## src/rtl/mem_bus_arbiter.sv

```systemverilog
// Two-master (ibus/dbus) to single-memory arbiter with dbus priority,
// ibus anti-starvation, a one-cycle IDLE bubble between grants and a BUSY timeout abort.
module mem_bus_arbiter #(
  parameter int unsigned TIMEOUT = 255,
  parameter int unsigned STARVE  = 4
) (
  input  logic        clk,
  input  logic        rst,
  input  logic        I_ibus_req,
  input  logic        I_ibus_we,
  input  logic [31:0] I_ibus_addr,
  input  logic [31:0] I_ibus_data,
  input  logic [3:0]  I_ibus_mask,
  output logic [31:0] O_ibus_data,
  output logic        O_ibus_ready,
  input  logic        I_dbus_req,
  input  logic        I_dbus_we,
  input  logic [31:0] I_dbus_addr,
  input  logic [31:0] I_dbus_data,
  input  logic [3:0]  I_dbus_mask,
  output logic [31:0] O_dbus_data,
  output logic        O_dbus_ready,
  output logic        O_mem_req,
  output logic        O_mem_we,
  output logic [31:0] O_mem_addr,
  output logic [31:0] O_mem_data,
  output logic [3:0]  O_mem_mask,
  input  logic [31:0] I_mem_data,
  input  logic        I_mem_ready,
  output logic        O_bus_err
);

  localparam int unsigned TO_W = (TIMEOUT > 255) ? $clog2(TIMEOUT + 1) : 8;
  localparam int unsigned ST_W = (STARVE > 0) ? $clog2(STARVE + 1) : 1;
  localparam logic [TO_W-1:0] TO_MAX = TO_W'(TIMEOUT);
  localparam logic [ST_W-1:0] ST_MAX = ST_W'(STARVE);
  localparam logic [31:0]     ABORT_DATA = 32'hDEAD_BEEF;

  typedef enum logic [1:0] {IDLE, BUSY_I, BUSY_D} state_t;

  state_t          state, state_nxt;
  logic [ST_W-1:0] starve_cnt;
  logic [TO_W-1:0] to_cnt;
  logic            hold_we;
  logic [31:0]     hold_addr;
  logic [31:0]     hold_data;
  logic [3:0]      hold_mask;

  logic grant_i, grant_d, busy, timed_out, done;

  assign busy      = (state != IDLE);
  assign timed_out = busy && (to_cnt == TO_MAX);
  assign done      = busy && (I_mem_ready || timed_out);

  // NOTE: every always_comb output gets a default first so no path leaves it unassigned (no latch).
  always_comb begin
    grant_i   = 1'b0;
    grant_d   = 1'b0;
    state_nxt = state;
    case (state)
      IDLE: begin
        if (I_ibus_req && I_dbus_req) begin
          if (starve_cnt == ST_MAX) grant_i = 1'b1;
          else                      grant_d = 1'b1;
        end else if (I_ibus_req) begin
          grant_i = 1'b1;
        end else if (I_dbus_req) begin
          grant_d = 1'b1;
        end
        if (grant_i)      state_nxt = BUSY_I;
        else if (grant_d) state_nxt = BUSY_D;
      end
      BUSY_I, BUSY_D: begin
        // Always return through IDLE, which forces the one-cycle bubble.
        if (done) state_nxt = IDLE;
      end
      default: state_nxt = IDLE;
    endcase
  end

  // NOTE: sequential state uses non-blocking (<=) so all registers update from pre-edge values.
  always_ff @(posedge clk) begin
    // NOTE: reset is synchronous; the holding registers are cleared too so nothing stale leaks out.
    if (rst) begin
      state      <= IDLE;
      starve_cnt <= '0;
      to_cnt     <= '0;
      hold_we    <= 1'b0;
      hold_addr  <= '0;
      hold_data  <= '0;
      hold_mask  <= '0;
    end else begin
      state <= state_nxt;

      if (grant_i || grant_d) begin
        to_cnt    <= '0;
        hold_we   <= grant_i ? I_ibus_we   : I_dbus_we;
        hold_addr <= grant_i ? I_ibus_addr : I_dbus_addr;
        hold_data <= grant_i ? I_ibus_data : I_dbus_data;
        hold_mask <= grant_i ? I_ibus_mask : I_dbus_mask;
      end else if (busy && !I_mem_ready) begin
        to_cnt <= to_cnt + TO_W'(1);
      end

      // Count dbus wins that left ibus waiting; an ibus win resets the tally.
      if (grant_i) begin
        starve_cnt <= '0;
      end else if (grant_d && I_ibus_req && (starve_cnt != ST_MAX)) begin
        starve_cnt <= starve_cnt + ST_W'(1);
      end
    end
  end

  always_comb begin
    O_mem_req    = busy;
    O_mem_we     = 1'b0;
    O_mem_addr   = '0;
    O_mem_data   = '0;
    O_mem_mask   = '0;
    O_ibus_ready = 1'b0;
    O_ibus_data  = '0;
    O_dbus_ready = 1'b0;
    O_dbus_data  = '0;
    O_bus_err    = 1'b0;

    if (busy) begin
      O_mem_we   = hold_we;
      O_mem_addr = hold_addr;
      O_mem_data = hold_data;
      O_mem_mask = hold_mask;
    end

    // A real completion beats a timeout landing in the same cycle.
    if (state == BUSY_I && done) begin
      O_ibus_ready = 1'b1;
      O_ibus_data  = I_mem_ready ? I_mem_data : ABORT_DATA;
    end
    if (state == BUSY_D && done) begin
      O_dbus_ready = 1'b1;
      O_dbus_data  = I_mem_ready ? I_mem_data : ABORT_DATA;
    end
    O_bus_err = timed_out && !I_mem_ready;
  end

endmodule
```

## config.mk

```make
export PLATFORM = sky130hd
export DESIGN_NAME = mem_bus_arbiter
export DESIGN_NICKNAME = d
export VERILOG_FILES = /design/src/rtl/mem_bus_arbiter.sv
export SDC_FILE = /design/constraint.sdc
export NUM_CORES = 1
export LEC_CHECK = 0
export CORE_MARGIN = 4
export CORE_UTILIZATION = 35
export CTS_CLUSTER_DIAMETER = 30
export CTS_CLUSTER_SIZE = 20
export DETAILED_ROUTE_END_ITERATION = 7
export HOLD_SLACK_MARGIN = 0.03
export PLACE_DENSITY = 0.77
export SLEW_MARGIN = 20
export SYNTH_ARGS = -nofsm -noshare
export SYNTH_HDL_FRONTEND = slang
export SYNTH_SLANG_ARGS = --single-unit
```

## constraint.sdc

```tcl
create_clock -name clk -period 3.33 [get_ports clk]
set_clock_uncertainty 0.2 [all_clocks]
set_input_delay 0.4995 -clock clk [delete_from_list [all_inputs] [get_ports clk]]
set_output_delay 0.4995 -clock clk [all_outputs]
set_load 0.02 [all_outputs]
```

==> results.cfg, run 1 <==
[layout]
synthToLayoutAreaGrowth_pct = 73.7
num-fill-cells = 1280
postLayoutCoreUtil_pct = 62.4
drive_gt1_share_pct = 5.47
final_cell_mix = clkdlybuf4s50_1, nor2_1, dfxtp_1, inv_1, nand3_1
antenna_cells = 0
nets = 1126
final_common_cell = clkdlybuf4s50_1

[sta]
period_share_pct = 98.8
fmax_mhz = 304
tightest_slew_ps = 667
setup_violations = 0
hold_slack_ps = 293
drv_slew = 0
final.min_clock_period_ps = 3290
tns_ps = 0
setup_ws_ps = 38.9
maxSlewHeadroom_pct = 55.5
hold_viol = 0

[route]
drc = 0
vias_per_cell = 5.61
ant_nets = 0
drtPass1Iterations = 5
wire_per_inst_um = 18.5
drt-total-wl_mm = 20.9
vias = 6338
drtIter0Drc = 360

[synth]
synth_top_cell_by_area = dfxtp_1
avgSynthCellArea_um2 = 7.32
synthCells = 684
synth-seq-area-share_pct = 32.8
netlist_top_cells_area = dfxtp_1, o2111ai_1, o221ai_1, nand3_1, nor2_1
synth_ff_type = dfxtp_1
synth_edf_count = 0
synth_nets = 865
netlist.area_leader.share_pct = 32.8
syn_area_um2 = 5010
ys_ff_latch = 82
async_flop_share_pct = 0
synth_cell_type_count = 38
ys_warn_count = 0

[floorplanning]
die_area_um2 = 16300
fp.dieH_um = 128
ios = 312
core_um2 = 13900
fp.dieW_um = 128
start_util_pct = 36.0
rows = 43

[global_routing]
grt_pass1_wl_mm = 32.0
grt_max_degree = 65
overflow = 0
grt.total_usage_pct = 24.2
grt_pass1_vias = 6172
antenna_found_initial = 0

[placed_design]
port_buffers = 311
preCtsSetupSlack_ps = -113
dp_hpwl_mm = 14.5
gp_congestion = 0.943

[power]
internal_power_mw = 2.57
ir_drop_uv = 216
power.leakage_nw = 3.21
p_comb_share_pct = 42.5
switching_share_pct = 36.1
p_switching_mw = 1.45
clkPwrFrac_pct = 27.4
power_density_nw_per_um2 = 461
p_seq_share_pct = 30.1

[setup_path]
critPathSlowestCell = clkdlybuf4s50_1
critPathMostFrequentCell = clkdlybuf4s50_1
slowest_delay_ps = 660
path_class = primary input to output pin
path_cells = clkdlybuf4s50_1 -> buf_4 -> inv_4 -> nor2_1 -> nor3_1 -> clkdlybuf4s50_1
cp.required_ps = 2630
cp-end-kind = output pin
start_kind = primary input
critical_path_peak_fanout = 28
arrival_ps = 2590
worstRegToRegCells = 7

[clock_network]
cts_tree = done
ctsHoldBuffers = 0
htree_levels = 3
numCtsBuffers = 9
clkTransAtPathRegs_ps = 50
clkSinkCount = 82
cts_root_buffer = clkbuf_16
cts_setup_buffers = 0
insertion_delay_ps = 330
cts.path.max_buffers = 2

[hold_path]
hold_class = flip-flop to flip-flop
hold_path_depth = 2

[flow_run]
maxCapViolCount = 0

[outcome]
status = complete, no violations
-- timing repair --
| item | in CTS | in global routing |
|---|---|---|
| cloned | 1 | 1 |
| pin swaps | 1 | 1 |
| gates resized for setup | 4 | 15 |
| setup endpoints to repair | 50 | 23 |
-- synthesized netlist by cell type (2+ instances only) --
cell type  number
a21oi_1         9
nand4_1         4
o2111ai_1      69
and3_2          2
clkbuf_1       66
nand2_1         5
nor2_1        100
inv_1          77
nand3_1        76
ha_1            6
o221ai_1       69
o21ai_0         5
buf_1           8
buf_2           9
and3b_1         2
and2_1         16
or4_1           5
xnor2_1         2
or3_1           2
nor3_1         48
nand2b_1        2
o31ai_1         4
o211ai_1        2
dfxtp_1        82
-- cell type report --
type / count / area, um^2 / area share, %
clock buffer: 12 / 256 / 2.95
timing repair buffer: 331 / 3380 / 38.9
multi-input combinational: 443 / 2830 / 32.5
sequential: 82 / 1640 / 18.9
clock inverter: 4 / 73.8 / 0.848
tap: 180 / 225 / 2.59
inverter: 78 / 295 / 3.39
-- worst max-delay path, delay by kind of cell --
kind | cells | cell delay (ps)
AND/OR/NAND/NOR | 2 | 340
buffers and inverters | 4 | 1740
-- metrics by stage --
| step | cells | power, mW | cell area [um^2] |
|---|---|---|---|
| after floorplan | 684 | 2.19 | 5010 |
| after global placement | 1112 | 2.91 | 8300 |
| after detailed placement | 1112 | 2.93 | 8300 |
| after CTS | 1129 | 4.04 | 8660 |
| after global routing | 1130 | 4.24 | 8700 |
| final | 1130 | 4.01 | 8700 |
-- flip-flops by register name, summed over array words and instances (netlist names) --
register    count
hold_mask       4
to_cnt          8
state           2
hold_addr      32
hold_we         1
hold_data      32
starve_cnt      3
-- final timing paths --
path                      to         from  slack [ps]
max          O_ibus_data[10]  I_mem_ready          40
min                to_cnt[7]    to_cnt[7]         290
max reg2reg    starve_cnt[2]     state[0]         760
min reg2reg        to_cnt[7]    to_cnt[7]         290
-- metal layers --
metal / global-route usage [%] / up-vias / wire length (um)
met5: 0 / - / 0
met4: 8.49 / 0 / 473
met3: 7.98 / 30 / 2000
met2: 42.2 / 279 / 10500
met1: 27.6 / 2970 / 8010
li1: - / 3059 / -
-- cell families after synthesis --
group	Yosys count	synth area share [%]
flip-flops	82	32.8
adder cells (fa/ha/maj)	6	1.50
buffers and inverters	161	12.3
AO/OA/AOI/OAI	162	27.0
AND/OR/NAND/NOR	270	25.9
XOR/XNOR	2	0.350
multiplexers	1	0.200
-- power groups by stage --
stage,registers [mW],logic [mW],clock network [mW]
finish,1.21,1.71,1.10
global route,1.23,1.85,1.16
CTS,1.21,1.71,1.13
detailed placement,1.23,1.70,0
global placement,1.22,1.69,0
floorplan,1.22,0.969,0
No activity file was read; power rests on OpenSTA's default activity.
==> run 2, diff against run 1 <==
Settings changed: CORE_MARGIN 4 to default.
==> run 2 against run 1 <==
Net effect:
- die area is 9.2% lower
- wire length is 7.5% lower
- non-clock buffer count is 2 higher
- critical path type unchanged
- core utilization is 0.20 points lower
- final area is 0.32% lower
- maximum frequency is 2.4% higher
- setup slack better by 78 ps
- critical path depth is 1 lower
- flip-flop and latch count stayed put
- register-to-register slack better by 180 ps
==> results.cfg, run 2 (synthesized netlist as in run 1, its figures left out) <==
[clock_network]
insertion_delay_ps = 330
ctsHoldBuffers = 0
cts.path.max_buffers = 2
cts_tree = done
cts_root_buffer = clkbuf_16
clkTransAtPathRegs_ps = 60
clkSinkCount = 82
htree_levels = 3
numCtsBuffers = 9

[floorplanning]
fp.dieW_um = 122
ios = 312
fp.dieH_um = 122
die_area_um2 = 14800
core_um2 = 13900
rows = 43
start_util_pct = 36.0

[setup_path]
slowest_delay_ps = 690
path_class = primary input to output pin
rr_startpoint = state[1]
worstSetupEndpoint = O_dbus_data[4]
critical_path.top_delay_family = buffers and inverters
critPathMostFrequentCell = clkdlybuf4s50_1
r2r-end = to_cnt[7]
cp.required_ps = 2630
critical_path_peak_fanout = 27
cp.depth = 5
crit_start = I_mem_ready
cp-end-kind = output pin
arrival_ps = 2510
path_cells = clkdlybuf4s50_1 -> inv_4 -> nor2_1 -> and2_1 -> clkdlybuf4s50_1
crit_buf_inv = 3
worstRegToRegCells = 6
critPathSlowestCell = clkdlybuf4s50_1
r2r_slack_ps = 940
start_kind = primary input

[global_routing]
overflow = 0
grt_max_degree = 82
grt.total_usage_pct = 25.3
grt_pass1_wl_mm = 29.8
antenna_found_initial = 0
grt_pass1_vias = 5752

[sta]
final.min_clock_period_ps = 3210
maxSlewHeadroom_pct = 60.4
hold_viol = 0
rsz0062_at_grt = no
fmax_mhz = 311
period_share_pct = 96.5
drv_slew = 0
tightest_slew_ps = 593
tns_ps = 0
setup_violations = 0

[route]
drt-total-wl_mm = 19.4
vias = 6335
wire_per_inst_um = 17.1
drtIter0Drc = 380
drtPass1Iterations = 7
ant_nets = 0
drc = 0
vias_per_cell = 5.60

[placed_design]
port_buffers = 311
dp.cells = 1114
gp_congestion = 0.783
dp_hpwl_mm = 13.3

[layout]
final_cell_mix = clkdlybuf4s50_1, nor2_1, dfxtp_1, inv_1, nand3_1
antenna_cells = 0
drive_gt1_share_pct = 5.57
nets = 1127
largest_registers = hold_addr (32), hold_data (32), to_cnt (8)
stdcell_count = 1131
synthToLayoutAreaGrowth_pct = 73.2
final_common_cell = clkdlybuf4s50_1

[hold_path]
hold_class = flip-flop to flip-flop
worstHoldStart = to_cnt[1]

[flow_run]
maxCapViolCount = 0

[outcome]
status = complete, no violations

[power]
ir_drop_uv = 285
power.leakage_nw = 3.00
power_density_nw_per_um2 = 456
run 2: changes by cell type in the layout (fill, tap and decap cells not counted), sizes merged:
cell	before	now
clkinv	2	1
inv	78	79
bufinv	2	1
clkbuf	12	11
clkdlybuf4s50	297	309
buf	20	22
dlygate4sd2	1	0
a21oi	11	10
dlymetal6s2s	13	2
clkinvlp	0	2
run 2: area by class of cell:
cell class | count | area (um^2)
fill | 1260 | 5260
timing repair buffer | 333 | 3400
multi-input combinational | 442 | 2810
sequential | 82 | 1640
inverter | 78 | 295
clock buffer | 11 | 243
tap | 180 | 225
clock inverter | 5 | 62.6
run 2: repair_timing:
item,4_1_cts,5_1_grt
gates cloned,0,1
pin swaps,0,1
setup endpoints to repair,2,32
setup buffers,0,0
gates resized for setup,2,5
endpoints found under the hold margin,0,0
run 2: how the worst min path moves through the flow:
stage / endpoint / cells after the start
2_1_floorplan: to_cnt[7] / 2
3_3_place_gp: to_cnt[6] / 2
3_5_place_dp: to_cnt[1] / 2
4_1_cts: to_cnt[1] / 2
5_1_grt: to_cnt[7] / 2
6_report: to_cnt[1] / 2
run 2: worst reg2reg max path: cells and delay by family (launching register included):
kind	cells	cell delay [ps]
AND/OR/NAND/NOR	2	1040
AO/OA/AOI/OAI	1	160
flip-flops	1	400
buffers and inverters	2	310
adder cells (fa/ha/maj)	1	200
run 2: report_power, final:
| part | total [mW] | switching [mW] | leakage (nW) | internal, mW |
|---|---|---|---|---|
| logic | 1.71 | 0.989 | 2.18 | 0.723 |
| clock network | 1.03 | 0.425 | 0.142 | 0.606 |
| registers | 1.21 | 0.0496 | 0.675 | 1.16 |
run 2: through the flow:
stage	setup WS (ps)	power [mW]	cell area [um^2]	hold WS, ps	util (%)
floorplan	879	2.19	5010	260	-
global placement	49.4	2.92	8340	277	59.9
detailed placement	75.8	2.94	8340	295	59.9
CTS	19.1	3.97	8660	303	62.1
global route	1.49	4.18	8670	333	62.3
finish	117	3.95	8670	299	62.3
run 2: routing by layer:
| layer | wire, um | track usage, % | vias up |
|---|---|---|---|
| met5 | 0 | 0 | - |
| met3 | 1530 | 6.09 | 25 |
| li1 | - | - | 3053 |
| met1 | 7680 | 30.5 | 2982 |
| met2 | 9720 | 43.8 | 275 |
| met4 | 440 | 8.64 | 0 |
==> run 3, diff against run 2 <==
Settings changed: CTS_BUF_LIST from default to sky130_fd_sc_hd__clkbuf_4 sky130_fd_sc_hd__clkbuf_8.
==> run 3 against run 2 <==
Net effect:
- via count shrank 0.62%
- core utilization shrank 0.67 points
- final area shrank 1.1%
- sequential power is essentially flat
- die area is the same
- maximum frequency shrank 0.93%
- wire length grew 0.50%
==> results.cfg, run 3 (synthesized netlist as in run 1, its figures left out) <==
[layout]
antenna_cells = 0
nets = 1127
multi_input_area_um2 = 2810
synthToLayoutAreaGrowth_pct = 71.3
final_common_cell = clkdlybuf4s50_1
largest_registers = hold_addr (32), hold_data (32), to_cnt (8)
final_cell_mix = clkdlybuf4s50_1, nor2_1, dfxtp_1, inv_1, nand3_1
regArea_um2 = 1640
num-fill-cells = 1262
drive_gt1_share_pct = 5.78
postLayoutCoreUtil_pct = 61.6

[power]
clkPwrFrac_pct = 21.0
power_density_nw_per_um2 = 431
p_switching_mw = 1.44
switching_share_pct = 38.8
internal_power_mw = 2.26
power.leakage_nw = 3.00
p_seq_share_pct = 32.7
p_total_mw = 3.70
p_comb_share_pct = 46.4
ir_drop_uv = 275

[route]
dr_wl_met2_mm = 9.74
drt-met1-wl_mm = 7.78
wl_met3_mm = 1.56
vias = 6296
top_layer = met4
drc = 0
wire_per_inst_um = 17.2
drtIter0Drc = 319
vias_per_cell = 5.57
drt-total-wl_mm = 19.5
drtPass1Iterations = 8
ant_nets = 0

[clock_network]
cts_setup_buffers = 0
htree_levels = 3
clkSinkCount = 82
clkTransAtPathRegs_ps = 80
insertion_delay_ps = 350
numCtsBuffers = 9
cts_root_buffer = clkbuf_8
cts_tree = done
cts.path.max_buffers = 2

[setup_path]
rr_startpoint = state[0]
crit_buf_inv = 3
critical_path.top_delay_family = buffers and inverters
r2r-end = to_cnt[7]
cp.required_ps = 2630
worstRegToRegCells = 6
path_cells = clkdlybuf4s50_1 -> inv_2 -> nor2_1 -> nor3_1 -> clkdlybuf4s50_1
arrival_ps = 2540
slowest_delay_ps = 660
r2r_slack_ps = 940
cp.depth = 5
cp-end-kind = output pin
start_kind = primary input
worstSetupEndpoint = O_ibus_data[31]
path_class = primary input to output pin
critical_path_peak_fanout = 27
crit_start = I_mem_ready
critPathSlowestCell = clkdlybuf4s50_1
critPathMostFrequentCell = clkdlybuf4s50_1

[placed_design]
preCtsSetupSlack_ps = 75.8
gp_congestion = 0.783
port_buffers = 311
dp_hpwl_mm = 13.3

[sta]
period_share_pct = 97.4
hold_viol = 0
setup_ws_ps = 87.1
maxSlewHeadroom_pct = 60.9
tightest_slew_ps = 585
drv_slew = 0
setup_violations = 0
final.min_clock_period_ps = 3240
tns_ps = 0
fmax_mhz = 308

[global_routing]
grt.total_usage_pct = 25.2
antenna_found_initial = 0
grt_pass1_vias = 5732
overflow = 0
grt_max_degree = 82
grt_pass1_wl_mm = 29.7

[floorplanning]
start_util_pct = 36.0
fp.dieW_um = 122
fp.dieH_um = 122
core_um2 = 13900
rows = 43
ios = 312
die_area_um2 = 14800

[outcome]
status = complete, no violations

[flow_run]
maxCapViolCount = 0

[hold_path]
hold_class = flip-flop to flip-flop
run 3: changes by cell type in the layout (fill, tap and decap cells not counted), sizes merged:
cell | before | now
dlymetal6s2s | 2 | 4
dlygate4sd2 | 0 | 1
clkdlybuf4s50 | 309 | 306
run 3: how the worst min path moves through the flow:
stage | startpoint | end | slack [ps] | cells past startpoint
6_report | to_cnt[1] | to_cnt[1] | 300 | 2
5_1_grt | to_cnt[7] | to_cnt[7] | 340 | 2
3_3_place_gp | to_cnt[6] | to_cnt[6] | 280 | 2
2_1_floorplan | to_cnt[7] | to_cnt[7] | 260 | 2
3_5_place_dp | to_cnt[1] | to_cnt[1] | 290 | 2
4_1_cts | to_cnt[1] | to_cnt[1] | 310 | 2
run 3: worst min-delay path, stage by stage (launching register included):
cell	delay (ps)
dfxtp_1	330
o21ai_0	70
a21oi_1	60
run 3: power by group through the flow:
stage | Combinational, mW | Clock, mW | Sequential (mW)
2_1_floorplan | 0.969 | 0 | 1.22
3_3_place_gp | 1.69 | 0 | 1.22
3_5_place_dp | 1.71 | 0 | 1.23
4_1_cts | 1.71 | 0.788 | 1.21
5_1_grt | 1.86 | 0.829 | 1.23
6_report | 1.71 | 0.775 | 1.21
run 3: layer usage:
metal  vias to the layer above  GRT usage [%]
met5                         -              0
met4                         0           8.56
met3                        25           6.18
met2                       271           43.8
met1                      2958           30.1
li1                       3042              -
run 3: stage by stage:
step                instances  hold slack [ps]  area [um^2]
floorplan                 684              260         5010
global placement         1114              277         8340
detailed placement       1114              295         8340
CTS                      1130              307         8560
global route             1131              337         8580
finish                   1131              302         8580
run 3: area by class of cell:
class	count	area share, %
Clock buffer	11	1.69
Inverter	78	3.41
Sequential cell	82	19.1
Multi-Input combinational cell	442	32.8
Tap cell	180	2.62
Clock inverter	5	0.729
Timing Repair Buffer	333	39.6
run 3: timing repair:
action	CTS	global route
hold buffers	0	0
setup endpoints to repair	14	46
gates resized for setup	3	6
pin swaps	1	1
cloned	0	1
